<file path="config.mk">
export PLATFORM = sky130hd
export DESIGN_NAME = full_spi_flat
export DESIGN_NICKNAME = d
export VERILOG_FILES = /design/src/rtl/full_spi_if.sv /design/src/rtl/full_spi.sv /design/src/flat_wrapper.sv
export SDC_FILE = /design/constraint.sdc
export NUM_CORES = 1
export LEC_CHECK = 0
export CORE_UTILIZATION = 25
export DETAILED_ROUTE_END_ITERATION = 7
export PLACE_DENSITY = 0.52
export REMOVE_ABC_BUFFERS = 1
export SLEW_MARGIN = 20
export SYNTH_ARGS = -nofsm -noshare
export SYNTH_HDL_FRONTEND = slang
export SYNTH_SLANG_ARGS = --single-unit
</file>
<file path="constraint.sdc">
create_clock -name SPI_InputCLK -period 1.6 [get_ports SPI_InputCLK]
set_input_delay 0.48 -clock SPI_InputCLK [delete_from_list [all_inputs] [get_ports SPI_InputCLK]]
set_output_delay 0.48 -clock SPI_InputCLK [all_outputs]
set_load 0.02 [all_outputs]
</file>
<file path="src/rtl/full_spi_if.sv">
// Bus bundle for the full_spi master: user-side byte handshake plus the SPI pins.
interface full_spi_if;
    logic       SPI_Enable;
    logic [7:0] OutputData;
    logic       SPI_MISO;
    logic       SPI_MOSI;
    logic       SPI_CLK;
    logic [7:0] InputData;
    logic       DataClk;

    // The SPI master block itself.
    modport master (
        input  SPI_Enable,
        input  OutputData,
        input  SPI_MISO,
        output SPI_MOSI,
        output SPI_CLK,
        output InputData,
        output DataClk
    );

    // User logic / attached slave environment.
    modport slave (
        output SPI_Enable,
        output OutputData,
        output SPI_MISO,
        input  SPI_MOSI,
        input  SPI_CLK,
        input  InputData,
        input  DataClk
    );
endinterface

</file>
<file path="src/rtl/full_spi.sv">
// Free-running SPI master (mode 0): 16 input clocks per 8-bit frame, byte-rate DataClk strobe.
// Enable and the transmit byte are sampled only at frame boundaries, so frames are never partial.
module full_spi #(
    parameter logic IDLE_MOSI = 1'b1
) (
    input logic         SPI_InputCLK,
    input logic         Reset,
    full_spi_if.master  bus
);

    logic [3:0] p_q, p_d;
    logic       frame_en_q, frame_en_d;
    logic [7:0] tx_q, tx_d;
    logic [7:0] rx_q, rx_d;
    logic [7:0] in_data_q, in_data_d;
    logic       dclk_q, dclk_d;
    logic       sck_q, sck_d;
    logic       mosi_q, mosi_d;
    logic       wrap;
    logic [2:0] bit_idx;

    // Next-state logic: everything is expressed in terms of the phase being entered (p_d).
    always_comb begin
        p_d        = p_q + 4'd1;
        wrap       = (p_q == 4'hF);
        frame_en_d = frame_en_q;
        tx_d       = tx_q;
        rx_d       = rx_q;
        in_data_d  = in_data_q;
        dclk_d     = dclk_q;

        if (wrap) begin
            frame_en_d = bus.SPI_Enable;
            tx_d       = bus.OutputData;
            // Publish the byte gathered in the frame that is ending; idle frames read as all-ones.
            in_data_d  = frame_en_q ? rx_q : 8'hFF;
            dclk_d     = 1'b1;
        end else if (p_q == 4'd7) begin
            dclk_d     = 1'b0;
        end

        // Sample MISO on the SCK rising edge, i.e. when entering an odd phase.
        if (frame_en_q && p_d[0]) begin
            rx_d = {rx_q[6:0], bus.SPI_MISO};
        end

        // Bit b of the frame spans phases 2b/2b+1 and carries tx[7-b].
        bit_idx = 3'd7 - p_d[3:1];
        sck_d   = frame_en_d & p_d[0];
        mosi_d  = frame_en_d ? tx_d[bit_idx] : IDLE_MOSI;
    end

    // State register with synchronous, active-high reset that overrides a frame in progress.
    always_ff @(posedge SPI_InputCLK) begin
        if (Reset) begin
            p_q        <= 4'd0;
            frame_en_q <= 1'b0;
            tx_q       <= 8'hFF;
            rx_q       <= 8'hFF;
            in_data_q  <= 8'hFF;
            dclk_q     <= 1'b0;
            sck_q      <= 1'b0;
            mosi_q     <= IDLE_MOSI;
        end else begin
            p_q        <= p_d;
            frame_en_q <= frame_en_d;
            tx_q       <= tx_d;
            rx_q       <= rx_d;
            in_data_q  <= in_data_d;
            dclk_q     <= dclk_d;
            sck_q      <= sck_d;
            mosi_q     <= mosi_d;
        end
    end

    // All outputs come straight from registers.
    always_comb begin
        bus.SPI_MOSI  = mosi_q;
        bus.SPI_CLK   = sck_q;
        bus.InputData = in_data_q;
        bus.DataClk   = dclk_q;
    end

endmodule

</file>
<file path="src/flat_wrapper.sv">
// flat-port wrapper written by rule: the top's interface ports become plain ports
module full_spi_flat 
#(
    parameter logic IDLE_MOSI = 1'b1
)
  (SPI_InputCLK, Reset, bus_SPI_Enable, bus_OutputData, bus_SPI_MISO, bus_SPI_MOSI, bus_SPI_CLK, bus_InputData, bus_DataClk);
  full_spi_if bus_i ();
  input logic SPI_InputCLK;
  input logic Reset;
  input wire logic [$bits(bus_i.SPI_Enable)-1:0] bus_SPI_Enable;
  input wire logic [$bits(bus_i.OutputData)-1:0] bus_OutputData;
  input wire logic [$bits(bus_i.SPI_MISO)-1:0] bus_SPI_MISO;
  output wire logic [$bits(bus_i.SPI_MOSI)-1:0] bus_SPI_MOSI;
  output wire logic [$bits(bus_i.SPI_CLK)-1:0] bus_SPI_CLK;
  output wire logic [$bits(bus_i.InputData)-1:0] bus_InputData;
  output wire logic [$bits(bus_i.DataClk)-1:0] bus_DataClk;
  assign bus_i.SPI_Enable = bus_SPI_Enable;
  assign bus_i.OutputData = bus_OutputData;
  assign bus_i.SPI_MISO = bus_SPI_MISO;
  assign bus_SPI_MOSI = bus_i.SPI_MOSI;
  assign bus_SPI_CLK = bus_i.SPI_CLK;
  assign bus_InputData = bus_i.InputData;
  assign bus_DataClk = bus_i.DataClk;
  full_spi #(.IDLE_MOSI(IDLE_MOSI)) u_core (.SPI_InputCLK(SPI_InputCLK), .Reset(Reset), .bus(bus_i));
endmodule
</file>
==> impl_results.rst <==
.. list-table::
   :header-rows: 1

   * - Metric
     - Value
   * - Status
     - finished, final reports clean
   * - Part of the cycle the worst path needs
     - 93.8%
   * - TritonCTS clock tree
     - yes
   * - Max Used Layer
     - met4
   * - Count of endpoints failing setup in the final report
     - 0
   * - Number of global-route vias before repair
     - 1105
   * - Combined area of the multi-input logic cells
     - 648 um^2
   * - Critical path cell sequence
     - ha_4 -> and3_2 -> buf_4 -> mux2i_1 -> nor2_1 -> o211ai_2
   * - Post-route antenna net violation count
     - 0
   * - Cell types occupying the most area after synthesis
     - sky130_fd_sc_hd__dfxtp_1, sky130_fd_sc_hd__nand3b_1, sky130_fd_sc_hd__nand2_1
   * - Total global routing overflow
     - 0
   * - Max rail drop VDD
     - 0.000347 V
   * - Clock latency at the later pin of the worst-skew pair
     - 0.28 ns
   * - Met3 wire length
     - 138 um
   * - Detailed Route WL
     - 2900 um
   * - Commonest register cell after synthesis
     - sky130_fd_sc_hd__dfxtp_1
   * - GRT Overall Usage
     - 12.3%
   * - Vias per Instance
     - 4.44
   * - Final Hold Viols
     - 0
   * - Startpoint type of the worst setup path
     - flip-flop
   * - Leading cell types by count after synthesis
     - sky130_fd_sc_hd__dfxtp_1, sky130_fd_sc_hd__nand2_1, sky130_fd_sc_hd__nand3b_1
   * - Number of cell rows
     - 26
   * - Slew HR
     - 78.3%
   * - DRC violation total after the first TritonRoute iteration
     - 39
   * - Synth Instances
     - 149
   * - Worst Setup End Kind
     - flip-flop
   * - Number of pins exceeding their max-slew limit in the final report
     - 0
   * - Class of the most critical setup path
     - reg -> reg
   * - Synth area leader
     - sky130_fd_sc_hd__dfxtp_1
   * - M1 wire length
     - 1410 um
   * - Die width
     - 74.8 um
   * - Syn avg cell area
     - 8.90 um^2
   * - Fill cell total of the finished layout
     - 548
   * - Static Leak
     - 0.760 nW
   * - Async set-reset flop share out of synthesis
     - 0%
   * - Total via count in the routed design
     - 1127
   * - Wire length of the first global-routing pass
     - 5060 um
   * - Synthesis-to-layout area growth
     - 35.4%
   * - Post-route minimum period
     - 1.50 ns
   * - Register area share after synthesis
     - 48.3%
   * - RSZ-0062 raised after global routing
     - false
   * - Max-Cap Viols
     - 0
   * - Clk buf depth
     - 2
   * - Core region area
     - 5110 um^2
   * - Clk pin slew, worst setup/hold paths
     - 0.07 ns
   * - Sink Count
     - 32
   * - Data arrival time of the critical path
     - 1.66 ns
   * - Count of buffers from port buffering
     - 22
   * - I/O pin count
     - 23
   * - Share of cells above drive strength 1
     - 15.8%
   * - HPWL Detailed
     - 2080 um
   * - GP Congestion
     - 0.760
   * - Highest clock frequency the design can meet
     - 667 MHz
   * - Root buffer selected by CTS
     - sky130_fd_sc_hd__clkbuf_8
   * - Num CTS Buffers
     - 5
   * - Critical path data required time
     - 1.76 ns
   * - Most frequently used cell type in the post-synthesis netlist
     - sky130_fd_sc_hd__dfxtp_1
   * - Metal2 WL
     - 1350 um
   * - Storage cell area
     - 641 um^2
   * - Total die area
     - 5600 um^2
   * - EDFF count, synth
     - 0
   * - Number of flip-flops and latches in the synthesized netlist
     - 32
   * - Class of the most critical hold timing path
     - reg -> reg
   * - Final-layout setup total negative slack
     - 0 ns
   * - Worst-path fanout max
     - 5
   * - Remaining design rule violation count
     - 0
   * - CTS H-tree depth
     - 2
   * - Highest cell delay on the worst timing path
     - 0.34 ns
   * - Initial DRT Pass Iterations
     - 4
   * - Setup Buffers After CTS
     - 0
   * - Vertical extent of the die
     - 74.8 um
   * - Starting Density
     - 26.0%
   * - Warnings, synthesis
     - 0
   * - Critical-path cell with the highest stage delay
     - sky130_fd_sc_hd__dfxtp_1
   * - Initial antenna violation count
     - 0
   * - Pin count of the biggest net entering global routing
     - 12
   * - Power Dens Cells
     - 888 nW/um^2
   * - Count of hold buffers inserted by post-cts repair
     - 0
   * - Number of antenna diodes
     - 0
   * - Nets
     - 196
   * - Yosys cell types
     - 28
   * - Area share of the largest cell type after synthesis
     - 48.3%
   * - Synthesized area
     - 1330 um^2
   * - Clock Skews
     - 0.00290 ns
   * - Slew at the pin closest to its max-slew limit
     - 0.325 ns
   * - Mean routed wirelength per cell
     - 11.4 um
   * - Worst hold slack
     - 0.455 ns
worst paths after layout:
kind	start	endpoint	slack (ns)	cells past startpoint
min	u_core.tx_q[1]	u_core.tx_q[1]	0.46	2
max	u_core.p_q[0]	u_core.bus.SPI_MOSI	0.1	6
max reg2reg	u_core.p_q[0]	u_core.bus.SPI_MOSI	0.1	6
min reg2reg	u_core.tx_q[1]	u_core.tx_q[1]	0.46	2
through the flow:
stage                     instances  setup slack [ns]  util (%)  instance area, um^2  power [mW]
after CTS                       254            0.0213      34.9                 1780        1.61
after detailed placement        246           -0.0593      33.3                 1700       0.966
final                           254            0.0997      35.2                 1800        1.59
after floorplan                 138            -0.209         -                 1270       0.891
after global routing            254            0.0234      35.2                 1800        1.69
after global placement          246           -0.0578      33.3                 1700       0.965
critical path: cells and delay by family (launching register included):
| kind | cells | cell delay (ns) |
|---|---|---|
| simple gates | 2 | 0.48 |
| flops | 1 | 0.34 |
| fa+ha+maj | 1 | 0.17 |
| buf+inv | 1 | 0.15 |
| mux | 1 | 0.12 |
| compound gates | 1 | 0.11 |
timing repair:
action,CTS,global route
setup endpoints to repair,11,1
endpoints found under the hold margin,0,0
gates resized for setup,11,3
power breakdown:
part / switching [mW] / internal (mW) / total [mW] / leakage, nW
combinational: 0.0575 / 0.0895 / 0.147 / 0.449
clock: 0.297 / 0.343 / 0.639 / 0.0510
sequential: 0.00552 / 0.803 / 0.808 / 0.259
total: 0.360 / 1.24 / 1.59 / 0.760
flip-flops by register name (all words and copies together) (netlist names):
| signal | flops |
|---|---|
| u_core.tx_q | 8 |
| u_core.rx_q | 8 |
| u_core.bus.SPI_MOSI | 1 |
| u_core.p_q | 4 |
| u_core.bus.InputData | 8 |
| u_core.bus.SPI_CLK | 1 |
| u_core.frame_en_q | 1 |
| u_core.bus.DataClk | 1 |
area by class of cell:
| class | instances | area share (%) |
|---|---|---|
| repair buffers | 38 | 18.2 |
| well taps | 70 | 4.88 |
| multi-input cells | 106 | 36.1 |
| flip-flops and latches | 32 | 35.7 |
| clock inverters | 2 | 0.557 |
| clock buffers | 6 | 4.60 |
layer usage:
metal  GRT usage (%)  up-vias
met3            6.02        2
li1                -      570
met1            15.2      534
met2            18.2       21
met5               0        -
met4            4.82        0
logic make-up after synthesis:
kind of cell	after synthesis	share of synthesized area, %
adders and majority gates	1	0.943
muxes	4	3.11
AOI/OAI and AO/OA	18	10.5
DFF	32	48.3
xor gates and xnor gates	2	1.32
and+or+nand+nor	81	32.0
buffers and inverters	11	3.87
layout by cell type (no fill, tap or decap), types with 2 or more instances in the layout:
master                            count
sky130_fd_sc_hd__a211oi_1             2
sky130_fd_sc_hd__buf_4               16
sky130_fd_sc_hd__clkbuf_8             6
sky130_fd_sc_hd__clkdlybuf4s50_1     11
sky130_fd_sc_hd__clkinv_2             2
sky130_fd_sc_hd__dfxtp_1             32
sky130_fd_sc_hd__dlygate4sd2_1       11
sky130_fd_sc_hd__mux2i_1              3
sky130_fd_sc_hd__nand2_1             31
sky130_fd_sc_hd__nand2b_1             2
sky130_fd_sc_hd__nand3_1              2
sky130_fd_sc_hd__nand3b_1            17
sky130_fd_sc_hd__nor2_1              13
sky130_fd_sc_hd__nor2b_1              5
sky130_fd_sc_hd__nor3b_1              8
sky130_fd_sc_hd__o21ai_0              2
sky130_fd_sc_hd__o21bai_1             8
(Power assumes the default switching activity.)
